<file path="src/rtl/quad_decoder_updown_if.sv">
// Encoder-side bundle for quad_decoder_updown: phase inputs, controls and count outputs.
// Latency: n/a (wires only).
// Backpressure: none; the encoder phases are free-running and cannot be stalled.
interface quad_decoder_updown_if #(
    parameter int WIDTH = 8
);
    logic             qa;
    logic             qb;
    logic             en;
    logic             clr;
    logic [WIDTH-1:0] cnt;
    logic             step;
    logic             dir;
    logic             wrap;
    logic             err;

    // Stimulus / consumer side
    modport master (
        output qa, qb, en, clr,
        input  cnt, step, dir, wrap, err
    );

    // Decoder side
    modport slave (
        input  qa, qb, en, clr,
        output cnt, step, dir, wrap, err
    );
endinterface

</file>
<file path="src/rtl/quad_decoder_updown.sv">
// Quadrature decoder: synchronizes qa/qb, decodes Gray steps into step/dir and a wrapping count.
// Latency: SYNC_STAGES+1 cycles from phase edge to step/cnt (SYNC_STAGES+FILT_LEN+1 with QDEC_FILTER_EN).
// Backpressure: none; one edge accepted per cycle, too-fast or two-bit changes flag the sticky err.
module quad_decoder_updown #(
    parameter int WIDTH       = 8,
    parameter int SYNC_STAGES = 2,
    parameter int FILT_LEN    = 3   // >=2, used only with QDEC_FILTER_EN
) (
    input  logic                 clock,
    input  logic                 rst,
    quad_decoder_updown_if.slave bus
);
    localparam logic [0:0] ARM   = 1'b0;
    localparam logic [0:0] TRACK = 1'b1;

`ifdef QDEC_FILTER_EN
    localparam int FILT_LAT = FILT_LEN;
`else
    // Without the filter the sample path adds no cycles beyond the synchronizer.
    localparam int FILT_LAT = 0 * FILT_LEN;
`endif
    // Cycles until the sample path holds real pin values rather than reset zeros.
    localparam int          PRIME   = SYNC_STAGES + FILT_LAT;
    localparam logic [7:0]  PRIME_C = 8'(PRIME);

    logic [1:0]       sync_q [SYNC_STAGES];
    logic [1:0]       s_sync;
    logic [1:0]       s;
    logic [1:0]       prev_q;
    logic [0:0]       state_q;
    logic [7:0]       fill_q;
    logic [WIDTH-1:0] cnt_q;
    logic             step_q;
    logic             dir_q;
    logic             wrap_q;
    logic             err_q;
    logic [1:0]       delta;

    // Position of a phase pair along the up sequence 00->01->11->10.
    function automatic logic [1:0] phase_pos(input logic [1:0] v);
        case (v)
            2'b00:   phase_pos = 2'd0;
            2'b01:   phase_pos = 2'd1;
            2'b11:   phase_pos = 2'd2;
            default: phase_pos = 2'd3;
        endcase
    endfunction

    // Metastability synchronizer for both phases
    always_ff @(posedge clock or negedge rst) begin
        if (!rst) begin
            for (int i = 0; i < SYNC_STAGES; i++) sync_q[i] <= 2'b00;
        end else begin
            sync_q[0] <= {bus.qa, bus.qb};
            for (int i = 1; i < SYNC_STAGES; i++) sync_q[i] <= sync_q[i-1];
        end
    end

    assign s_sync = sync_q[SYNC_STAGES-1];

`ifdef QDEC_FILTER_EN
    logic [1:0] hist_q [FILT_LEN-1];
    logic [1:0] filt_q;
    logic [1:0] stable;

    // A phase is stable when the current synchronized sample matches the previous FILT_LEN-1
    always_comb begin
        stable = 2'b11;
        for (int i = 0; i < FILT_LEN-1; i++) begin
            for (int p = 0; p < 2; p++) begin
                if (hist_q[i][p] != s_sync[p]) stable[p] = 1'b0;
            end
        end
    end

    // Sample history and per-phase filtered value
    always_ff @(posedge clock or negedge rst) begin
        if (!rst) begin
            for (int i = 0; i < FILT_LEN-1; i++) hist_q[i] <= 2'b00;
            filt_q <= 2'b00;
        end else begin
            hist_q[0] <= s_sync;
            for (int i = 1; i < FILT_LEN-1; i++) hist_q[i] <= hist_q[i-1];
            for (int p = 0; p < 2; p++) begin
                if (stable[p]) filt_q[p] <= s_sync[p];
            end
        end
    end

    assign s = filt_q;
`else
    assign s = s_sync;
`endif

    // Step distance from the last accepted sample: 1 = up, 3 = down, 2 = illegal jump
    always_comb begin
        delta = phase_pos(s) - phase_pos(prev_q);
    end

    // Arm/track sequencing, count, direction, pulses and sticky error
    always_ff @(posedge clock or negedge rst) begin
        if (!rst) begin
            state_q <= ARM;
            fill_q  <= 8'd0;
            prev_q  <= 2'b00;
            cnt_q   <= '0;
            step_q  <= 1'b0;
            dir_q   <= 1'b1;
            wrap_q  <= 1'b0;
            err_q   <= 1'b0;
        end else begin
            step_q <= 1'b0;
            wrap_q <= 1'b0;
            // Every sample is consumed, whether counted, suppressed or flagged.
            prev_q <= s;
            // Stay armed until the sample path is primed, so the reset zeros
            // of the synchronizer are never mistaken for a pin transition.
            if (state_q == ARM) begin
                if (fill_q == PRIME_C) state_q <= TRACK;
                else                   fill_q  <= fill_q + 8'd1;
            end
            if (bus.clr) begin
                cnt_q <= '0;
                err_q <= 1'b0;
            end else if (state_q == TRACK) begin
                case (delta)
                    2'd2: err_q <= 1'b1;
                    2'd1: begin
                        if (bus.en) begin
                            step_q <= 1'b1;
                            dir_q  <= 1'b1;
                            wrap_q <= (cnt_q == {WIDTH{1'b1}});
                            cnt_q  <= cnt_q + 1'b1;
                        end
                    end
                    2'd3: begin
                        if (bus.en) begin
                            step_q <= 1'b1;
                            dir_q  <= 1'b0;
                            wrap_q <= (cnt_q == '0);
                            cnt_q  <= cnt_q - 1'b1;
                        end
                    end
                    default: ;
                endcase
            end
        end
    end

    assign bus.cnt  = cnt_q;
    assign bus.step = step_q;
    assign bus.dir  = dir_q;
    assign bus.wrap = wrap_q;
    assign bus.err  = err_q;
endmodule

</file>
<file path="src/flat_wrapper.sv">
// flat-port wrapper written by rule: the top's interface ports become plain ports
module quad_decoder_updown_flat 
#(
    parameter int WIDTH       = 8,
    parameter int SYNC_STAGES = 2,
    parameter int FILT_LEN    = 3                                        
)
  (clock, rst, bus_qa, bus_qb, bus_en, bus_clr, bus_cnt, bus_step, bus_dir, bus_wrap, bus_err);
  quad_decoder_updown_if #(.WIDTH(WIDTH)) bus_i ();
  input  logic clock;
  input  logic rst;
  input wire logic [$bits(bus_i.qa)-1:0] bus_qa;
  input wire logic [$bits(bus_i.qb)-1:0] bus_qb;
  input wire logic [$bits(bus_i.en)-1:0] bus_en;
  input wire logic [$bits(bus_i.clr)-1:0] bus_clr;
  output wire logic [$bits(bus_i.cnt)-1:0] bus_cnt;
  output wire logic [$bits(bus_i.step)-1:0] bus_step;
  output wire logic [$bits(bus_i.dir)-1:0] bus_dir;
  output wire logic [$bits(bus_i.wrap)-1:0] bus_wrap;
  output wire logic [$bits(bus_i.err)-1:0] bus_err;
  assign bus_i.qa = bus_qa;
  assign bus_i.qb = bus_qb;
  assign bus_i.en = bus_en;
  assign bus_i.clr = bus_clr;
  assign bus_cnt = bus_i.cnt;
  assign bus_step = bus_i.step;
  assign bus_dir = bus_i.dir;
  assign bus_wrap = bus_i.wrap;
  assign bus_err = bus_i.err;
  quad_decoder_updown #(.WIDTH(WIDTH), .SYNC_STAGES(SYNC_STAGES), .FILT_LEN(FILT_LEN)) u_core (.clock(clock), .rst(rst), .bus(bus_i));
endmodule
</file>
<file path="config.mk">
export PLATFORM = sky130hd
export DESIGN_NAME = quad_decoder_updown_flat
export DESIGN_NICKNAME = d
export VERILOG_FILES = /design/src/rtl/quad_decoder_updown_if.sv /design/src/rtl/quad_decoder_updown.sv /design/src/flat_wrapper.sv
export SDC_FILE = /design/constraint.sdc
export NUM_CORES = 1
export LEC_CHECK = 0
export ABC_AREA = 0
export CAP_MARGIN = 30
export CORE_ASPECT_RATIO = 0.75
export CORE_MARGIN = 8
export CORE_UTILIZATION = 42
export DETAILED_ROUTE_END_ITERATION = 6
export PLACE_DENSITY = 0.61
export SYNTH_ARGS = -nofsm -noshare
export SYNTH_HDL_FRONTEND = slang
export SYNTH_SLANG_ARGS = --single-unit
export TNS_END_PERCENT = 30
</file>
<file path="constraint.sdc">
create_clock -name clock -period 5.9 [get_ports clock]
set_input_delay 0.885 -clock clock [delete_from_list [all_inputs] [get_ports clock]]
set_output_delay 0.885 -clock clock [all_outputs]
set_load 0.02 [all_outputs]
</file>
==> impl_metrics.yaml <==
finish:
  nNetsFinal: 189
  fillCellCount: 351
  fin_util: 0.505
  areaGrowthSynthToFinish_pct: 16.6
  layout-drive-gt1-share: 0.0643
  n_antenna_cell: 0
min_path:
  whs_path_depth: 0
  hold_path_class: "reg -> reg"
power_and_ir_drop:
  swShare: 0.349
  intPower_mw: 0.335
  seq_power_share: 0.440
  powerDensity_mw_per_mm2: 282
  power.clock.fraction: 0.201
  peakVddDrop_v: 0.000139
  p_leak_nw: 0.793
  switching_power_mw: 0.179
  comb_power_share: 0.359
  p_total_mw: 0.514
yosys:
  yosys_register_bits: 27
  synthMuxAreaShare: 0.00640
  async_flop_share: 1.00
  ys_seq_area_frac: 0.433
  syn-instance-count: 154
  synth-edff-count: 0
  synthFlopType: "dfrtp_1"
  syn_area_per_cell_um2: 10.2
  synth_fp_nets: 171
  yosysUniqueCellTypes: 49
  synth-compound-area-share: 0.153
  synth-simple-area-share: 0.189
  synth_area_mm2: 0.00156
  yosys_warnings: 0
  synth_top_family_by_area: "simple AND/OR/NAND/NOR gates"
  synth_fa_ha_area_frac: 0.0880
  yosys.area_share.xor_xnor: 0.0824
sta:
  fin_crit_sh: 0.616
  slew_headroom: 0.489
  finalSetupTns_ns: 0
  fin_worst_skew_ns: 0.00429
  setup_violations: 0
  finalCriticalPeriod_ns: 3.64
  rsz0062_at_grt: "no"
  fmax_ghz: 0.275
  finalMaxSlewViolations: 0
  tightest_slew_ns: 0.765
  final-hold-violation-count: 0
worst_setup_path:
  crit_family: "simple AND/OR/NAND/NOR gates"
  path_common_cell: "ha_1"
  cp.depth: 13
  required_ns: 6.06
  critPathLaunchType: "register"
  crit_buf_inv: 1
  crit_fanout: 7
  end_kind: "register"
  reg2reg_slack_ns: 2.26
  critPathKind: "reg -> reg"
  crit_path_cell_trace: "inv_1 -> ha_1 -> ha_1 -> xnor3_2 -> or2_0 -> xnor2_1 -> ha_1 -> or3_1 -> a21oi_1 -> nor2_1 -> a221oi_1 -> nor4_1 -> a221o_1"
  cp_slowest_cell: "xnor3_2"
  r2r_cells: 13
  crit_arrival_ns: 3.80
  cpPeakStageDelay_ns: 0.45
flow_run:
  max_cap_violations: 0
global_routing:
  grt_pass1_vias: 1203
  overflow: 0
  grt_first_pass_wirelength_um: 5550
  antenna_found_initial: 0
  track_usage: 0.118
  grt_max_degree: 28
clock_network:
  clock_sinks: 27
  cts_setup_buffers: 0
  clk_latency_ns: 0.27
  path_clk_slew_ns: 0.09
  cts_root_buf: "clkbuf_8"
  hold_buffers: 0
  clockBufferDepth: 2
  cts_resized: 0
  cts_tree: "built"
  cts_buffers: 3
  ctsHtreeMaxLevel: 1
routing:
  viasPerCell: 5.39
  drt_iter0_markers: 158
  num_vias: 1203
  routed_wirelength_um: 3140
  ant_nets: 0
  drcViolationCount: 0
  firstDrtPassIters: 4
  wire_per_inst_um: 14.1
status:
  outcome: "complete, no violations"
floorplanning:
  ios: 18
  die_w_um: 86.5
  rows: 19
  initial_core_util: 0.433
  core_area_mm2: 0.00361
  die_h_um: 68.8
  die_area_mm2: 0.00595
placement:
  gp_congestion: 0.909
  dp_hpwl_um: 2360
  portBuffers: 17
[metal layers]
layer  up-vias  GRT usage  share of wire
met5         -          0              0
met2        27      0.201           0.46
li1        593          -              -
met4         0     0.0342         0.0077
met1       581      0.145           0.48
met3         2     0.0343          0.048
[synthesized netlist by cell type (all sizes together), types with 2 or more instances]
| master | n | share of area |
|---|---|---|
| o21a | 3 | 0.014 |
| nor2 | 14 | 0.035 |
| nand2 | 4 | 0.0096 |
| nand3 | 5 | 0.016 |
| a221o | 2 | 0.013 |
| o22ai | 2 | 0.0080 |
| xnor2 | 10 | 0.056 |
| clkbuf | 2 | 0.0048 |
| dfrtp | 26 | 0.42 |
| nand4 | 2 | 0.0080 |
| a211oi | 3 | 0.026 |
| a221oi | 2 | 0.011 |
| xor2 | 2 | 0.011 |
| nor2b | 3 | 0.012 |
| o21ai | 2 | 0.0064 |
| inv | 12 | 0.030 |
| ha | 11 | 0.088 |
| a21oi | 9 | 0.029 |
| buf | 3 | 0.014 |
| a31oi | 2 | 0.0080 |
| nor3 | 10 | 0.032 |
| nor4 | 3 | 0.012 |
[placed cells by master (no fill, tap or decap), types with 3 or more instances in the layout]
cell type,count
dfrtp_1,26
nor3_1,10
nand2_1,4
a21oi_1,9
xnor2_1,10
clkbuf_8,3
clkdlybuf4s50_1,17
nor4_1,3
o21a_1,3
inv_1,11
nor2b_1,3
nand3_1,5
ha_1,11
nor2_1,13
[kinds of logic (layout without fill, tap and decap cells)]
| kind of cell | count (synthesis) | after routing |
|---|---|---|
| simple gates | 54 | 54 |
| buf+inv | 17 | 34 |
| fa+ha+maj | 11 | 11 |
| mux | 1 | 1 |
| compound gates | 31 | 31 |
| xor+xnor | 13 | 13 |
| flops | 27 | 27 |
[area by class of cell]
cell class | instances | area [µm²] | share of cell area
Sequential cell | 27 | 677 | 0.371
Timing Repair Buffer | 18 | 178 | 0.0975
Clock buffer | 4 | 45.0 | 0.0247
Inverter | 12 | 47.5 | 0.0261
Tap cell | 52 | 65.1 | 0.0357
Multi-Input combinational cell | 110 | 811 | 0.445
[power groups by stage]
stage               Sequential (mW)  Clock (mW)  Combinational [mW]
floorplan                     0.242           0               0.114
global placement              0.229           0               0.185
detailed placement            0.230           0               0.185
CTS                           0.226       0.109               0.186
global route                  0.231       0.115               0.203
finish                        0.226       0.103               0.185
[metrics by stage]
step                hold WS, ns  cell area, µm²  worst slack (ns)  cells
floorplan                 0.331            1560              2.65    154
global placement          0.337            1780              2.41    219
detailed placement        0.335            1780              2.23    219
CTS                       0.356            1820              2.24    223
global route              0.362            1820              1.95    223
finish                    0.354            1820              2.26    223
[final timing paths]
check | to | startpoint
setup / recovery | u_core.bus.cnt[6]$_DFFE_PN0P_ | u_core.s[0]$_DFF_PN0_
hold / removal | u_core.s[1]$_DFF_PN0_ | u_core.sync_q[3]$_DFF_PN0_
setup reg to reg | u_core.bus.cnt[6]$_DFFE_PN0P_ | u_core.s[0]$_DFF_PN0_
hold reg to reg | u_core.s[1]$_DFF_PN0_ | u_core.sync_q[3]$_DFF_PN0_
max in group asynchronous | u_core.bus.dir$_DFFE_PN1P_ | rst
min in group asynchronous | u_core.fill_q[7]$_DFFE_PN0P_ | rst
[worst reg2reg max path: cells and delay by family (launching register included)]
kind,cells,cell delay (ns)
compound gates,3,0.79
xor+xnor,2,0.66
fa+ha+maj,3,0.77
buf+inv,1,0.05
flops,1,0.39
simple gates,4,0.88
[sequential cells by signal, indices dropped and copies added (netlist names)]
signal and cells:
u_core.bus.err 1, u_core.prev_q 2, u_core.bus.dir 1, u_core.s 2, u_core.bus.wrap 1, u_core.bus.step 1, u_core.bus.cnt 8, u_core.state_q 1
u_core.fill_q 8, u_core.sync_q 2
Note: power is estimated with default switching activity, not from simulation.
